**src/rtl/ps2_pkg.sv**
```systemverilog
// Shared PS/2 receiver types and constants: FSM state encoding, frame size,
// scan-code prefixes for the downstream keyboard decoder, and a parity helper.
package ps2_pkg;

    typedef enum logic [1:0] {
        IDLE   = 2'd0,
        DATA   = 2'd1,
        PARITY = 2'd2,
        STOP   = 2'd3
    } ps2_state_e;

    localparam int         PS2_FRAME_BITS = 11;
    localparam logic [7:0] BREAK_PREFIX   = 8'hF0;
    localparam logic [7:0] EXT_PREFIX     = 8'hE0;

    // PS/2 uses odd parity across the eight data bits plus the parity bit.
    function automatic logic odd_parity_ok(input logic [7:0] data, input logic par);
        return ^{data, par};
    endfunction

endpackage

```
**src/rtl/ps2_fifo.sv**
```systemverilog
// Parameterised first-word-fall-through FIFO; the head entry is always on rdata_o.
// A pop on a full FIFO frees a slot for a same-cycle push.
module ps2_fifo #(
    parameter  int DEPTH = 8,
    parameter  int WIDTH = 8,
    localparam int AW    = $clog2(DEPTH)
) (
    input  logic             clk,
    input  logic             reset,
    input  logic             push_i,
    input  logic [WIDTH-1:0] wdata_i,
    input  logic             pop_i,
    output logic [WIDTH-1:0] rdata_o,
    output logic             full_o,
    output logic             empty_o,
    output logic [AW:0]      count_o
);

    logic [WIDTH-1:0] mem_q [DEPTH];
    logic [AW-1:0]    wptr_q, rptr_q;
    logic [AW:0]      count_q;
    logic             do_push, do_pop;

    assign empty_o = (count_q == '0);
    assign full_o  = (count_q == (AW+1)'(DEPTH));
    assign count_o = count_q;
    assign do_pop  = pop_i && !empty_o;
    assign do_push = push_i && (!full_o || do_pop);
    assign rdata_o = empty_o ? '0 : mem_q[rptr_q];

    always_ff @(posedge clk or posedge reset) begin
        if (reset) begin
            wptr_q  <= '0;
            rptr_q  <= '0;
            count_q <= '0;
        end else begin
            if (do_push) wptr_q <= wptr_q + AW'(1);
            if (do_pop)  rptr_q <= rptr_q + AW'(1);
            count_q <= count_q + (AW+1)'(do_push) - (AW+1)'(do_pop);
        end
    end

    always_ff @(posedge clk) begin
        if (do_push) mem_q[wptr_q] <= wdata_i;
    end

endmodule

```
**src/rtl/ps2_rx.sv**
```systemverilog
// PS/2 device-to-host receiver: pin synchronisers, frame FSM with timeout, scan-code FIFO.
// Define PS2_ERRCNT_EN to add the saturating err_count output.
module ps2_rx
    import ps2_pkg::*;
#(
    parameter  int FIFO_DEPTH     = 8,
    parameter  int SYNC_STAGES    = 2,
    parameter  int TIMEOUT_CYCLES = 50000,
    localparam int CW             = $clog2(FIFO_DEPTH) + 1
) (
    input  logic          clk,
    input  logic          reset,
    input  logic          ps2_clk,
    input  logic          ps2_data,
    input  logic          rd_en,
    output logic [7:0]    rd_data,
    output logic          rd_valid,
    output logic [CW-1:0] fifo_count,
    output logic          frame_err,
    output logic          overflow,
`ifdef PS2_ERRCNT_EN
    output logic [7:0]    err_count,
`endif
    input  logic          clr_overflow
);

    localparam int TW = $clog2(TIMEOUT_CYCLES);

    logic [SYNC_STAGES-1:0] clk_sync_q, data_sync_q;
    logic                   clk_prev_q, clk_s, data_s, fall;
    ps2_state_e             state_q, state_d;
    logic [2:0]             bit_idx_q;
    logic [7:0]             shift_q, push_byte_q;
    logic                   parity_q, push_q, push_d, frame_err_q, err_d, overflow_q;
    logic [TW-1:0]          tcnt_q;
    logic                   timeout, fifo_full, drop;

    assign clk_s   = clk_sync_q[SYNC_STAGES-1];
    assign data_s  = data_sync_q[SYNC_STAGES-1];
    assign fall    = clk_prev_q && !clk_s;
    assign timeout = (state_q != IDLE) && (tcnt_q == TW'(TIMEOUT_CYCLES - 1));

    always_ff @(posedge clk or posedge reset) begin
        if (reset) begin
            clk_sync_q  <= '1;
            data_sync_q <= '1;
            clk_prev_q  <= 1'b1;
            tcnt_q      <= '0;
        end else begin
            clk_sync_q  <= {clk_sync_q[SYNC_STAGES-2:0], ps2_clk};
            data_sync_q <= {data_sync_q[SYNC_STAGES-2:0], ps2_data};
            clk_prev_q  <= clk_s;
            if (state_q == IDLE || fall) tcnt_q <= '0;
            else if (!timeout)           tcnt_q <= tcnt_q + TW'(1);
        end
    end

    always_ff @(posedge clk or posedge reset) begin
        if (reset) state_q <= IDLE;
        else       state_q <= state_d;
    end

    always_comb begin
        state_d = state_q;
        if (timeout) begin
            state_d = IDLE;
        end else if (fall) begin
            case (state_q)
                IDLE:    if (!data_s) state_d = DATA;
                DATA:    if (bit_idx_q == 3'd7) state_d = PARITY;
                PARITY:  state_d = STOP;
                default: state_d = IDLE;
            endcase
        end
    end

    // The stop edge decides the frame; a timeout always wins over a coincident edge.
    always_comb begin
        push_d = 1'b0;
        err_d  = timeout;
        if (fall && !timeout && state_q == STOP) begin
            if (data_s && odd_parity_ok(shift_q, parity_q)) push_d = 1'b1;
            else                                            err_d  = 1'b1;
        end
    end

    always_ff @(posedge clk or posedge reset) begin
        if (reset) begin
            bit_idx_q   <= '0;
            shift_q     <= '0;
            parity_q    <= 1'b0;
            push_q      <= 1'b0;
            push_byte_q <= '0;
            frame_err_q <= 1'b0;
        end else begin
            push_q      <= push_d;
            frame_err_q <= err_d;
            if (push_d) push_byte_q <= shift_q;
            if (fall && !timeout) begin
                case (state_q)
                    IDLE:    bit_idx_q <= '0;
                    DATA: begin
                        shift_q   <= {data_s, shift_q[7:1]};
                        bit_idx_q <= bit_idx_q + 3'd1;
                    end
                    PARITY:  parity_q <= data_s;
                    default: ;
                endcase
            end
        end
    end

    ps2_fifo #(.DEPTH(FIFO_DEPTH), .WIDTH(8)) u_fifo (
        .clk     (clk),
        .reset   (reset),
        .push_i  (push_q),
        .wdata_i (push_byte_q),
        .pop_i   (rd_en),
        .rdata_o (rd_data),
        .full_o  (fifo_full),
        .empty_o (),
        .count_o (fifo_count)
    );

    assign rd_valid = (fifo_count != '0);
    assign drop     = push_q && fifo_full && !rd_en;

    always_ff @(posedge clk or posedge reset) begin
        if (reset)             overflow_q <= 1'b0;
        else if (drop)         overflow_q <= 1'b1;
        else if (clr_overflow) overflow_q <= 1'b0;
    end

    assign frame_err = frame_err_q;
    assign overflow  = overflow_q;

`ifdef PS2_ERRCNT_EN
    logic [7:0] errcnt_q;
    logic [8:0] errsum;

    assign errsum = (clr_overflow ? 9'd0 : {1'b0, errcnt_q}) + 9'(frame_err_q) + 9'(drop);

    always_ff @(posedge clk or posedge reset) begin
        if (reset) errcnt_q <= '0;
        else       errcnt_q <= errsum[8] ? 8'hFF : errsum[7:0];
    end

    assign err_count = errcnt_q;
`endif

endmodule

```
**config.mk**
```make
export PLATFORM = sky130hd
export DESIGN_NAME = ps2_rx
export DESIGN_NICKNAME = d
export VERILOG_FILES = /design/src/rtl/ps2_pkg.sv /design/src/rtl/ps2_fifo.sv /design/src/rtl/ps2_rx.sv
export SDC_FILE = /design/constraint.sdc
export NUM_CORES = 1
export LEC_CHECK = 0
export ABC_AREA = 1
export CORE_UTILIZATION = 50
export CTS_CLUSTER_DIAMETER = 80
export DETAILED_ROUTE_END_ITERATION = 10
export PLACE_DENSITY = 0.78
export SYNTH_ARGS = -nofsm -noshare
export SYNTH_HDL_FRONTEND = slang
export SYNTH_HIERARCHICAL = 1
export SYNTH_SLANG_ARGS = --single-unit
```
**constraint.sdc**
```tcl
create_clock -name clk -period 1.9 [get_ports clk]
set_input_delay 0.19 -clock clk [delete_from_list [all_inputs] [get_ports clk]]
set_output_delay 0.19 -clock clk [all_outputs]
set_load 0.02 [all_outputs]
```
==> results of run 1 <==
[sequential cells by signal, summed over array words and instances, names as in the netlist, 3 cells and up]
name	count
tcnt_q	16
u_fifo/wptr_q	3
u_fifo/rptr_q	3
bit_idx_q	3
shift_q	8
u_fifo/mem_q	64
push_byte_q	8
u_fifo/count_o	4
[final cells by class]
type                       instances  area, um2
inverter                         112        435
sequential                       120       3330
fill                             871       4290
multi-input combinational        377       2070
tap                              143        179
clock buffer                      18        429
clock inverter                    14        181
timing repair buffer              56        499
[power by group through the flow]
stage,Combinational [mW],Sequential (mW),Clock (mW)
2_1_floorplan,2.56,3.52,0
3_3_place_gp,3.37,3.60,0
3_5_place_dp,3.50,3.64,0
4_1_cts,3.45,3.61,3.34
5_1_grt,4.31,3.71,3.45
6_report,3.89,3.67,3.30
[worst max-delay path, delay by kind of cell (launching register included)]
family | cells | cell delay [ns]
buffers and inverters | 3 | 0.34
adder cells (fa/ha/maj) | 2 | 0.32
XOR/XNOR | 1 | 0.15
AND/OR/NAND/NOR | 6 | 0.58
flip-flops | 1 | 0.43
[per-stage QoR]
| step | TNS [ns] | cell area, um2 |
|---|---|---|
| 2_1_floorplan | 0 | 5860 |
| 3_3_place_gp | 0 | 6290 |
| 3_5_place_dp | 0 | 6290 |
| 4_1_cts | -0.200 | 6890 |
| 5_1_grt | -0.423 | 7130 |
| 6_report | -0.0317 | 7130 |
[per-layer routing]
layer | up-vias | share of wire (%) | global-route usage (%)
met3 | 22 | 4.1 | 5.94
met4 | 0 | 1.9 | 9.43
met2 | 133 | 53 | 37.8
li1 | 2104 | - | -
met5 | - | 0 | 0
met1 | 2072 | 41 | 23.3
[cell usage in the layout, fill, tap and decap left out, drive strengths merged, types with 5 or more instances in the layout]
master / instances
nand3: 65
xor2: 5
dfstp: 5
nor2: 51
edfxtp: 64
xnor2: 5
inv: 110
o21ai: 19
clkinv: 9
nand4: 11
clkbuf: 19
buf: 44
nand2: 182
a21oi: 13
dfrtp: 51
ha: 14
clkdlybuf4s50: 11
[final timing paths]
kind	slack, ns	endpoint	depth (start not counted)	startpoint
worst max register to register	-0.03	u_fifo/count_o[3]	12	u_fifo/count_o[2]
worst max-delay path	-0.03	u_fifo/count_o[3]	12	u_fifo/count_o[2]
max in group asynchronous	1.46	data_sync_q[0]	3	reset
worst min-delay path	0.12	u_fifo/wptr_q[0]	2	reset
worst min register to register	0.36	data_sync_q[1]	0	data_sync_q[0]
min in group clk	0.18	clk_sync_q[0]	1	ps2_clk
[repair_timing]
action | 4_1_cts | 5_1_grt
setup buffers | 0 | 14
gates cloned | 0 | 1
hold buffers | 0 | 0
endpoints found under the setup margin | 10 | 30
pin swaps | 1 | 11
gates resized for setup | 34 | 48
==> reports/qor.txt, run 1 <==
========================================================================================
Worst VDD drop                                                                  0.919 mV
Routed Wire Length                                                             12,200 um
Syn_nets                                                                             647
Initial antenna violation count                                                        0
Global placement routability congestion                                            0.813
Clock network fraction of total power                                              30.4%
Nature of the critical path endpoint                                                flop
End-of-flow core utilization                                                       62.4%
Total global-route track usage                                                     21.1%
Routed length per instance                                                       14.6 um
Violation count after the first detailed-route iteration                             234
Max Freq                                                                         518 MHz
Data required time at the worst endpoint                                         2.19 ns
PnR Total Power                                                                  10.9 mW
Violations in the final reports                                             negative setup slack
Fraction of final layout cells sized beyond drive strength 1                       19.7%
Pre-Repair DR Iteration Count                                                          5
Post-Synthesis Mean Instance Area                                               9.33 um2
Number of nets still failing antenna checks after routing                              0
Time the worst path needs with I/O delays and setup                              1.93 ns
Die boundary height                                                               110 um
Number of warning messages in the yosys log                                            6
Average vias per placed instance                                                    5.16
Status                                                                      finished with violations
Synthesized area                                                             0.00584 mm2
Leakage power of the design                                                      3.41 nW
Final Net Count                                                                      705
Die width                                                                         110 um
Vias in the first global route                                                     4,185
Diodes inserted                                                                        0
Count of final hold-check violations                                                   0
Clock tree root driver cell                                                 sky130_fd_sc_hd__clkbuf_16
Portion of total power attributed to combinational logic                           35.8%
Most used cell, CP                                                          sky130_fd_sc_hd__buf_4
Final HPWL DP                                                                    7420 um
Number of buffers added by the clock tree synthesis step                              17
DRC violation count after routing                                                      0
Via count of the routed design                                                     4,331
Largest clock skew in the final design                                        0.00608 ns
Critical path cell sequence                                                 inv_4 -> ha_4 -> nor3b_4 -> nand2_4 -> nand3_1 -> nand2_1 -> ha_2 -> buf_4 -> buf_4 -> nand3_2 -> nand2_2 -> xnor2_2
Setup slack after layout                                                      -0.0317 ns
Total congestion overflow after global routing                                         0
Switching share of power                                                           36.5%
Area growth from synthesis to layout                                               22.1%
Number of cells after detailed placement                                             793
Relative slew margins                                                              57.5%
Post-Route Hold Slack                                                           0.122 ns
Global-route wire length before repair                                         18,900 um
Slew Limit Fails                                                                       0
Critical Path Source Type                                                           flop
Effective utilization at floorplan                                                 51.2%
CP max-delay cell                                                           sky130_fd_sc_hd__dfrtp_2
Total core area                                                               0.0114 mm2
Reg power frac                                                                     33.8%
Clock-pin transition on the worst setup and hold timing paths                    0.05 ns
Unrepaired setup endpoints after global routing                                     true
Hold Crit Class                                                             input pin to async pin
Net Switching                                                                    3.96 mW
Setup slack at placement                                                      0.00984 ns
Row count                                                                             39
Largest net degree at the start of global routing                                     47
Slew at the pin with the worst max-slew slack                                   0.638 ns
Number of cells in the finished layout apart from fillers                            840
Max Cap Viol                                                                           0
Top Ports                                                                             21
Number of clock sinks                                                                120
Final setup violation count                                                            1
Internal cell power                                                              6.89 mW
Power density over the cells                                                 1520 mW/mm2
TritonCTS clock tree                                                                done
Clock H-tree levels                                                                    4
Max Buffers Root-to-Sink                                                               2
Crit path arrival time                                                           2.22 ns
Number of port buffers                                                                20
Clk Latency, worst-skew pair                                                     0.41 ns
Peak fanout along the critical path                                                    3
Syn Inst Count                                                                       626
Die Area                                                                      0.0121 mm2
Class of the most critical setup path                                       flop to flop
Longest individual stage delay on the worst path                                 0.43 ns
Portion of the clock cycle consumed by the worst path in the final layout           102%
========================================================================================
Note: power is estimated with default switching activity, not from simulation.
==> run 2: changes to the inputs <==
Settings changed: HOLD_SLACK_MARGIN from default to 0.06.
==> results of run 2 <==
Same layout as run 1: the final DEF is identical, and so are final timing and power.
